### config.mk
export PLATFORM = sky130hd
export DESIGN_NAME = ex_muldiv_seq_flat
export DESIGN_NICKNAME = d
export VERILOG_FILES = /design/src/rtl/ex_muldiv_seq_pkg.sv /design/src/rtl/ex_muldiv_seq_if.sv /design/src/rtl/ex_muldiv_seq_muldiv_step.sv /design/src/rtl/ex_muldiv_seq.sv /design/src/flat_wrapper.sv
export SDC_FILE = /design/constraint.sdc
export NUM_CORES = 1
export LEC_CHECK = 0
export CORE_MARGIN = 1.5
export CORE_UTILIZATION = 50
export CTS_CLUSTER_DIAMETER = 60
export DETAILED_ROUTE_END_ITERATION = 12
export GPL_TIMING_DRIVEN = 0
export PLACE_DENSITY = 0.71
export REMOVE_ABC_BUFFERS = 1
export SLEW_MARGIN = 5
export SYNTH_ARGS = -nofsm -noshare
export SYNTH_HDL_FRONTEND = slang
export SYNTH_SLANG_ARGS = --single-unit
### constraint.sdc
create_clock -name clk -period 5 [get_ports clk]
set_input_delay 1.5 -clock clk [delete_from_list [all_inputs] [get_ports clk]]
set_output_delay 1.5 -clock clk [all_outputs]
set_load 0.02 [all_outputs]
### src/rtl/ex_muldiv_seq_pkg.sv
// Shared definitions for the EX-stage multiply/divide sequencer.
//   md_op_e    : operation codes as presented on op_i
//   md_state_e : sequencer FSM states
//   RESET_ENABLE : lets the synchronous reset be compiled out of the datapath
package ex_muldiv_seq_pkg;

  typedef enum logic [1:0] {
    MD_MULT  = 2'b00,
    MD_MULTU = 2'b01,
    MD_DIV   = 2'b10,
    MD_DIVU  = 2'b11
  } md_op_e;

  typedef enum logic [1:0] {
    MD_IDLE = 2'b00,
    MD_RUN  = 2'b01,
    MD_FIX  = 2'b10,
    MD_DONE = 2'b11
  } md_state_e;

  localparam bit RESET_ENABLE = 1'b1;

  // op[1] selects divide, op[0] selects unsigned
  function automatic logic op_is_div(input md_op_e op);
    return op[1];
  endfunction

  function automatic logic op_is_signed(input md_op_e op);
    return ~op[0];
  endfunction

endpackage

### src/rtl/ex_muldiv_seq_if.sv
// EX <-> mul/div sequencer handshake bundle.
//   master : EX side (drives start/cancel/op/operands, receives stall/result)
//   slave  : sequencer side
interface ex_muldiv_seq_if
  import ex_muldiv_seq_pkg::*;
#(
  parameter int WIDTH = 32
);
  logic             start_i;
  logic             cancel_i;
  md_op_e           op_i;
  logic [WIDTH-1:0] operand_a_i;
  logic [WIDTH-1:0] operand_b_i;
  logic             stall_o;
  logic             busy_o;
  logic             done_o;
  logic [WIDTH-1:0] hi_o;
  logic [WIDTH-1:0] lo_o;

  modport master (
    output start_i, cancel_i, op_i, operand_a_i, operand_b_i,
    input  stall_o, busy_o, done_o, hi_o, lo_o
  );

  modport slave (
    input  start_i, cancel_i, op_i, operand_a_i, operand_b_i,
    output stall_o, busy_o, done_o, hi_o, lo_o
  );
endinterface

### src/rtl/ex_muldiv_seq_muldiv_step.sv
// One radix-2 iteration of the shared mul/div engine (combinational).
//   is_div          : 0 = add-shift multiply, 1 = restoring divide
//   acc_hi/acc_lo   : current accumulator (mul: partial product / multiplier,
//                     div: remainder / dividend-becoming-quotient)
//   opnd            : multiplicand (mul) or divisor (div), magnitude only
//   acc_hi_nxt/_lo_nxt : accumulator after this iteration
module muldiv_step #(
  parameter int WIDTH = 32
) (
  input  logic             is_div,
  input  logic [WIDTH-1:0] acc_hi,
  input  logic [WIDTH-1:0] acc_lo,
  input  logic [WIDTH-1:0] opnd,
  output logic [WIDTH-1:0] acc_hi_nxt,
  output logic [WIDTH-1:0] acc_lo_nxt
);
  logic [WIDTH:0] sum;
  logic [WIDTH:0] rem_sh;
  logic [WIDTH:0] diff;
  logic           ge;

  // multiply: carry out of the add becomes the new MSB after the shift
  assign sum = acc_lo[0] ? ({1'b0, acc_hi} + {1'b0, opnd}) : {1'b0, acc_hi};

  // divide: rem shifted left with next dividend bit; WIDTH+1 bits so the
  // shifted-out MSB still takes part in the compare
  assign rem_sh = {acc_hi, acc_lo[WIDTH-1]};
  assign diff   = rem_sh - {1'b0, opnd};
  assign ge     = rem_sh >= {1'b0, opnd};

  always_comb begin
    acc_hi_nxt = sum[WIDTH:1];
    acc_lo_nxt = {sum[0], acc_lo[WIDTH-1:1]};
    if (is_div) begin
      // remainder stays below the divisor, so the low WIDTH bits suffice
      acc_hi_nxt = ge ? diff[WIDTH-1:0] : rem_sh[WIDTH-1:0];
      acc_lo_nxt = {acc_lo[WIDTH-2:0], ge};
    end
  end
endmodule

### src/rtl/ex_muldiv_seq.sv
// Multi-cycle MULT/MULTU/DIV/DIVU sequencer for the EX stage.
//   clk, reset : clock, synchronous active-high reset
//   md (slave) : start/cancel/op/operands in; stall/busy/done/hi/lo out
// Operands are reduced to magnitudes on entry, iterated WIDTH times by
// muldiv_step, then sign-corrected in FIX before the HI/LO registers load.
module ex_muldiv_seq
  import ex_muldiv_seq_pkg::*;
#(
  parameter int WIDTH = 32,
  parameter int CNT_W = 5
) (
  input  logic            clk,
  input  logic            reset,
  ex_muldiv_seq_if.slave  md
);
  localparam logic [CNT_W-1:0] LAST = CNT_W'(WIDTH - 1);

  md_state_e        state, state_nxt;
  logic [CNT_W-1:0] cnt;
  md_op_e           op;
  logic             sign_a, sign_b;
  logic [WIDTH-1:0] acc_hi, acc_lo, opnd;
  logic [WIDTH-1:0] step_hi, step_lo;
  logic [WIDTH-1:0] hi_q, lo_q;

  // entry decode
  logic             accept, in_div, in_sgn, a_neg, b_neg, div_zero;
  logic [WIDTH-1:0] abs_a, abs_b;

  assign accept   = (state == MD_IDLE) & md.start_i & ~md.cancel_i;
  assign in_div   = op_is_div(md.op_i);
  assign in_sgn   = op_is_signed(md.op_i);
  assign a_neg    = in_sgn & md.operand_a_i[WIDTH-1];
  assign b_neg    = in_sgn & md.operand_b_i[WIDTH-1];
  assign abs_a    = a_neg ? -md.operand_a_i : md.operand_a_i;
  assign abs_b    = b_neg ? -md.operand_b_i : md.operand_b_i;
  assign div_zero = in_div & (md.operand_b_i == '0);

  muldiv_step #(.WIDTH(WIDTH)) u_step (
    .is_div     (op_is_div(op)),
    .acc_hi     (acc_hi),
    .acc_lo     (acc_lo),
    .opnd       (opnd),
    .acc_hi_nxt (step_hi),
    .acc_lo_nxt (step_lo)
  );

  // sign correction
  logic [2*WIDTH-1:0] prod, prod_neg;
  logic [WIDTH-1:0]   fix_hi, fix_lo;

  assign prod     = {acc_hi, acc_lo};
  assign prod_neg = -prod;

  always_comb begin
    fix_hi = acc_hi;
    fix_lo = acc_lo;
    if (op_is_signed(op)) begin
      if (op_is_div(op)) begin
        if (sign_a ^ sign_b) fix_lo = -acc_lo;
        if (sign_a)          fix_hi = -acc_hi;
      end else if (sign_a ^ sign_b) begin
        {fix_hi, fix_lo} = prod_neg;
      end
    end
  end

  always_comb begin
    state_nxt = state;
    case (state)
      MD_IDLE: if (accept) state_nxt = div_zero ? MD_DONE : MD_RUN;
      MD_RUN: begin
        if (md.cancel_i)        state_nxt = MD_IDLE;
        else if (cnt == LAST)   state_nxt = MD_FIX;
      end
      MD_FIX:  state_nxt = md.cancel_i ? MD_IDLE : MD_DONE;
      // start_i still belongs to the finished instruction here
      MD_DONE: state_nxt = MD_IDLE;
      default: state_nxt = MD_IDLE;
    endcase
  end

  always_ff @(posedge clk) begin
    if (RESET_ENABLE && reset) begin
      state  <= MD_IDLE;
      cnt    <= '0;
      op     <= MD_MULT;
      sign_a <= 1'b0;
      sign_b <= 1'b0;
      acc_hi <= '0;
      acc_lo <= '0;
      opnd   <= '0;
      hi_q   <= '0;
      lo_q   <= '0;
    end else begin
      state <= state_nxt;
      case (state)
        MD_IDLE: if (accept) begin
          op     <= md.op_i;
          sign_a <= a_neg;
          sign_b <= b_neg;
          cnt    <= '0;
          acc_hi <= '0;
          acc_lo <= in_div ? abs_a : abs_b;
          opnd   <= in_div ? abs_b : abs_a;
          if (div_zero) begin
            hi_q <= md.operand_a_i;
            lo_q <= '1;
          end
        end
        MD_RUN: if (!md.cancel_i) begin
          acc_hi <= step_hi;
          acc_lo <= step_lo;
          cnt    <= cnt + 1'b1;
        end
        MD_FIX: if (!md.cancel_i) begin
          hi_q <= fix_hi;
          lo_q <= fix_lo;
        end
        default: ;
      endcase
    end
  end

  assign md.stall_o = ~md.cancel_i & (((state == MD_IDLE) & md.start_i) |
                                      (state == MD_RUN) | (state == MD_FIX));
  assign md.busy_o  = (state != MD_IDLE);
  assign md.done_o  = (state == MD_DONE);
  assign md.hi_o    = hi_q;
  assign md.lo_o    = lo_q;
endmodule
### src/flat_wrapper.sv
// flat-port wrapper written by rule: the top's interface ports become plain ports
module ex_muldiv_seq_flat import ex_muldiv_seq_pkg::*;
#(
  parameter int WIDTH = 32,
  parameter int CNT_W = 5
)
  (clk, reset, md_start_i, md_cancel_i, md_op_i, md_operand_a_i, md_operand_b_i, md_stall_o, md_busy_o, md_done_o, md_hi_o, md_lo_o);
  ex_muldiv_seq_if #(.WIDTH(WIDTH)) md_i ();
  input  logic clk;
  input  logic reset;
  input wire logic [$bits(md_i.start_i)-1:0] md_start_i;
  input wire logic [$bits(md_i.cancel_i)-1:0] md_cancel_i;
  input wire logic [$bits(md_i.op_i)-1:0] md_op_i;
  input wire logic [$bits(md_i.operand_a_i)-1:0] md_operand_a_i;
  input wire logic [$bits(md_i.operand_b_i)-1:0] md_operand_b_i;
  output wire logic [$bits(md_i.stall_o)-1:0] md_stall_o;
  output wire logic [$bits(md_i.busy_o)-1:0] md_busy_o;
  output wire logic [$bits(md_i.done_o)-1:0] md_done_o;
  output wire logic [$bits(md_i.hi_o)-1:0] md_hi_o;
  output wire logic [$bits(md_i.lo_o)-1:0] md_lo_o;
  assign md_i.start_i = md_start_i;
  assign md_i.cancel_i = md_cancel_i;
  assign md_i.op_i = md_op_i;
  assign md_i.operand_a_i = md_operand_a_i;
  assign md_i.operand_b_i = md_operand_b_i;
  assign md_stall_o = md_i.stall_o;
  assign md_busy_o = md_i.busy_o;
  assign md_done_o = md_i.done_o;
  assign md_hi_o = md_i.hi_o;
  assign md_lo_o = md_i.lo_o;
  ex_muldiv_seq #(.WIDTH(WIDTH), .CNT_W(CNT_W)) u_core (.clk(clk), .reset(reset), .md(md_i));
endmodule
==> impl_metrics.ini, run 1 <==
[outcome]
status = completed

[grt]
antenna_found_initial = 0
grt_pass1_vias = 14400
grt_max_degree = 59
grt_first_pass_wirelength_mm = 79.3
grt.total_usage = 0.325
overflow = 0

[synthesis]
async_reset_ff_frac = 0
ys_ff_latch = 171
synth-edff-count = 0
yosysSeqAreaShare = 0.230
syn_inst = 2025
netlist-cell-type-count = 79
synth_area_um2 = 14900
ys.flop_type = dfxtp_1
synth_area_per_cell_um2 = 7.33
ys_warn_count = 0

[final_layout]
final_cell_mix = a21oi_1 (225), nor2_1 (222), nand2_1 (179), dfxtp_1 (169), clkdlybuf4s50_1 (134)
final_util = 0.591
area_growth_pct = 15.1
multi_input_area_um2 = 10600
antenna_cells = 0
finalNetCount = 2191
fillers = 2643
seq_area_um2 = 3430
layout_commonest_cell = a21oi_1
drive_above_1_share = 0.0582

[die]
initial_utilization = 0.513
dieArea_um2 = 30700
die_h_um = 175
core.rowCount = 62
die_x_um = 175
coreArea_um2 = 28900
io_pins = 137

[sta]
worst_slew_pin_slew_ps = 1320
drv_slew = 0
rsz0062_at_grt = no
finalClockSkew_ps = 11.4
fin_crit_sh = 0.971
fin_crit_ps = 4850
hold_violations = 0
setup_violations = 0
max-slew-margin-rel = 0.121
max_freq_mhz = 206

[cts]
cts.clk_slew.worst_paths_ps = 70
cts-hold-fix-buffers = 0
cts_tree = built
cts_resized = 0
clk_path_buf_depth = 2
cts.sinks = 171
clock_latency_ps = 440
numCtsBuffers = 17
h-tree-depth = 4
post-cts-setup-buffers = 0
cts_root_buffer = clkbuf_16

[critical_path]
criticalPathCategory = primary input to register
worst_ep_required_time_ps = 5370
cp-end-kind = register
cp-start-kind = primary input
worstPathMaxFanout = 32
arrival_ps = 5230
path_cells = clkdlybuf4s50_1, or4_4, or4_4, nor4b_4, nand2_2, nor4b_4, o22ai_4, buf_12, a211oi_1, a21oi_1, nor2_1
worst-path-buf-inv = 2
slowest_delay_ps = 580
cp_top_family = simple AND/OR/NAND/NOR gates
cp_slowest_cell = or4_4

[detailed_routing]
post-route-drc-count = 0
vias_per_cell = 6.30
routedWlPerCell_um = 20.7
routed.top_layer = met4
antenna_left = 0
routed-wl-met2_mm = 22.9
wl_met3_mm = 3.56
totalWireLength_mm = 50.6
initialDrtViolationCount = 1735
wl_met1_mm = 22.6
num_vias = 15400
first_pass_iters = 5

[pwr]
p_int_mw = 2.73
irDropWorstVdd_mv = 0.243
p_seq_frac = 0.366
power.density_nw_per_um2 = 239
leakage_nw = 6.56
power_switching_mw = 1.36
pwr-share-comb = 0.274
p_sw_frac = 0.333
pwr-share-clk = 0.360
p_total_mw = 4.09

[job]
drv_cap = 0

[hold_path]
min_path_type = register to register

[placement]
hpwl_mm = 38.0
io_buffers = 136
place_congestion = 1.05
-- routing by layer --
metal  track usage  vias to the layer above
met1         0.442                     7185
met2         0.525                      642
li1              -                     7483
met3        0.0366                      107
met4         0.125                        0
met5             0                        -
-- registers in the layout, indices dropped and copies added (netlist names) --
name            cells
u_core.cnt          5
u_core.md.lo_o     32
u_core.opnd        32
u_core.acc_hi      32
u_core.md.hi_o     32
u_core.acc_lo      32
u_core.op           2
u_core.sign_a       1
u_core.state        2
u_core.sign_b       1
-- final timing paths --
| check | startpoint | end | slack, ps | depth (start not counted) |
|---|---|---|---|---|
| setup / recovery | md_operand_b_i[8] | u_core.md.hi_o[17]$_SDFFE_PP0P_ | 150 | 11 |
| hold reg to reg | u_core.md.hi_o[28]$_SDFFE_PP0P_ | u_core.md.hi_o[28]$_SDFFE_PP0P_ | 470 | 2 |
| setup reg to reg | u_core.acc_lo[0]$_SDFFE_PP0P_ | u_core.md.hi_o[18]$_SDFFE_PP0P_ | 650 | 10 |
| hold / removal | u_core.md.hi_o[28]$_SDFFE_PP0P_ | u_core.md.hi_o[28]$_SDFFE_PP0P_ | 470 | 2 |
-- kinds of logic (layout without fill, tap and decap cells) --
kind of cell | count (synthesis) | after routing | share of synthesized area
buffers and inverters | 224 | 261 | 0.0580
AOI/OAI and AO/OA | 686 | 686 | 0.304
and+or+nand+nor | 641 | 641 | 0.203
xor gates and xnor gates | 163 | 163 | 0.0961
DFF | 171 | 171 | 0.230
muxes | 68 | 68 | 0.0468
adders and majority gates | 72 | 72 | 0.0617
-- final cells by class --
type | instances | share of cell area
Clock buffer | 23 | 0.0279
Clock inverter | 9 | 0.00936
Inverter | 77 | 0.0169
Multi-Input combinational cell | 1630 | 0.622
Sequential cell | 171 | 0.200
Tap cell | 384 | 0.0281
Timing Repair Buffer | 152 | 0.0954
-- cell usage after synthesis (all sizes together) (22+ instances only) --
master	number	share of area
a21oi	226	0.076
nor2	224	0.057
nand2	180	0.046
dfxtp	171	0.23
clkbuf	130	0.033
o21ai	114	0.038
xnor2	87	0.051
inv	76	0.019
xor2	76	0.045
ha	70	0.059
a211oi	61	0.031
mux2i	57	0.038
nor3	55	0.019
o211ai	39	0.020
a31oi	34	0.014
o31ai	27	0.014
a21o	25	0.013
nand3	23	0.0078
o221a	22	0.017
-- power groups by stage --
stage,Clock [mW],Combinational (mW),Sequential (mW)
global placement,0,1.05,1.54
finish,1.47,1.12,1.50
CTS,1.48,1.10,1.49
global route,1.53,1.22,1.50
detailed placement,0,1.10,1.52
floorplan,0,0.698,1.52
-- stage by stage --
step                      cell area, um2  hold slack (ps)  setup TNS (ps)  setup slack, ps  cells
after CTS                          17100              462               0              211   2446
after detailed placement           16500              452           -3060             -241   2414
after floorplan                    14300              430           -85.2            -49.5   1878
after global routing               17100              481               0             35.6   2446
after global placement             16100              444         -479300            -4240   2398
final                              17100              467               0              147   2446
-- tightest hold or removal path, cell delays in order, from the launching register on --
cell and delay (ps):
dfxtp_1 310, nand2_1 50, a21oi_1 60
No activity file was read; power rests on OpenSTA's default activity.
==> run 2, diff against run 1 <==
Settings changed: CORE_ASPECT_RATIO set to 0.7, CTS_BUF_LIST set to sky130_fd_sc_hd__clkbuf_4 sky130_fd_sc_hd__clkbuf_8, SLEW_MARGIN 5 to 20.
==> run 2 against run 1 <==
First-iteration DRC count is 9.4% higher. Sequential cell count stayed put. Clock power is 33% lower. Via count is 3.1% higher. Critical endpoint is now u_core.md.hi_o[10]$_SDFFE_PP0P_.
==> impl_metrics.ini, run 2 (synthesized netlist as in run 1, its figures left out) <==
[outcome]
status = completed

[critical_path]
slowest_delay_ps = 580
r2r_cells = 9
arrival_ps = 5290
cp_slowest_cell = or4_4
worstPathMaxFanout = 25
ff2ff_setup_slack_ps = 530
criticalPathCategory = primary input to register
cp-start-kind = primary input
cp-end-kind = register
worst_ep_required_time_ps = 5450
path_cells = clkdlybuf4s50_1, or4_4, or4_4, nor4b_4, buf_4, nand2_2, nor4b_4, o22ai_4, buf_16, buf_8, a211oi_1, a21oi_1, nor2_1

[cts]
cts.sinks = 171
h-tree-depth = 4
clk_path_buf_depth = 2
cts_root_buffer = clkbuf_8
numCtsBuffers = 17
cts.clk_slew.worst_paths_ps = 90
clock_latency_ps = 510
cts_tree = built
cts_resized = 0

[placement]
hpwl_mm = 39.3
place_congestion = 0.993
post-place-ws_ps = -379
io_buffers = 136
postPlaceCellArea_um2 = 16500

[sta]
max-slew-margin-rel = 0.338
holdWs_ps = 465
fin_crit_sh = 0.968
hold_violations = 0
max_freq_mhz = 207
finalClockSkew_ps = 15.8
setup_tns_ps = 0
fin_crit_ps = 4840
fin_ws_ps = 160
drv_slew = 0
setup_violations = 0
worst_slew_pin_slew_ps = 994

[pwr]
p_sw_frac = 0.368
pwr-share-comb = 0.314
power.density_nw_per_um2 = 214
p_seq_frac = 0.413
pwr-share-clk = 0.273
leakage_nw = 6.50
power_switching_mw = 1.33
irDropWorstVdd_mv = 0.203
p_int_mw = 2.29

[final_layout]
design_area_um2 = 16900
layout_commonest_cell = a21oi_1
final_cell_mix = a21oi_1 (225), nor2_1 (220), nand2_1 (179), dfxtp_1 (169), clkdlybuf4s50_1 (134)
area_growth_pct = 14.0
antenna_cells = 0
finalNetCount = 2198
drive_above_1_share = 0.0648

[die]
io_pins = 137
coreArea_um2 = 29100
initial_utilization = 0.511
core.rowCount = 52
die_x_um = 209
die_h_um = 147
dieArea_um2 = 30800

[grt]
grt_first_pass_wirelength_mm = 79.9
grt_max_degree = 58
use_met2 = 0.477
use_met1 = 0.493
grt_most_used_layer = met1
antenna_found_initial = 0
grt.total_usage = 0.329
grt_pass1_vias = 14200
overflow = 0
grt_use_met3 = 0.0609

[detailed_routing]
totalWireLength_mm = 51.4
post-route-drc-count = 0
initialDrtViolationCount = 1898
routedWlPerCell_um = 21.0
vias_per_cell = 6.50
num_vias = 15900
antenna_left = 0
first_pass_iters = 6

[hold_path]
holdPathStages = 2
min_path_type = register to register

[job]
drv_cap = 0
## run 2: cell type report
class / count / area, um2
Tap cell: 378 / 473
Multi-Input combinational cell: 1630 / 10700
Fill cell: 2719 / 12200
Inverter: 77 / 290
Clock inverter: 8 / 70.1
Sequential cell: 171 / 3430
Timing Repair Buffer: 159 / 1720
Clock buffer: 23 / 292
## run 2: path summary, 6_finish.rpt
kind                                       start                         endpoint
setup / recovery               md_operand_b_i[8]  u_core.md.hi_o[10]$_SDFFE_PP0P_
hold / removal    u_core.md.hi_o[2]$_SDFFE_PP0P_   u_core.md.hi_o[2]$_SDFFE_PP0P_
setup reg to reg   u_core.acc_hi[0]$_SDFFE_PP0P_    u_core.acc_hi[8]$_SDFFE_PP0P_
hold reg to reg   u_core.md.hi_o[2]$_SDFFE_PP0P_   u_core.md.hi_o[2]$_SDFFE_PP0P_
## run 2: worst max-delay path: cells and delay by family
kind,cells,cell delay (ps)
compound gates,3,660
buf+inv,4,1110
simple gates,6,1980
## run 2: stage by stage
step / total power [mW] / std cells / util
final: 3.62 / 2446 / 0.582
after global routing: 3.78 / 2446 / 0.582
after CTS: 3.59 / 2441 / 0.581
after detailed placement: 2.63 / 2410 / 0.568
after global placement: 2.59 / 2392 / 0.554
after floorplan: 2.21 / 1878 / -
## run 2: metal layers
metal	routed length [um]	vias up	share of wire
met3	5000	78	0.097
li1	-	7481	-
met2	21200	809	0.41
met1	24100	7529	0.47
met4	1060	0	0.021
met5	0	-	0
## run 2: what timing repair did
| action | 4_1_cts | 5_1_grt |
|---|---|---|
| hold buffers | 0 | 0 |
| setup endpoints to repair | 0 | 4 |
| setup buffers | 0 | 5 |
## run 2: power by group through the flow
stage,Sequential (mW),Combinational (mW),Clock (mW)
detailed placement,1.52,1.10,0
CTS,1.49,1.11,0.988
global placement,1.54,1.05,0
global route,1.50,1.23,1.04
finish,1.49,1.14,0.989
floorplan,1.52,0.698,0
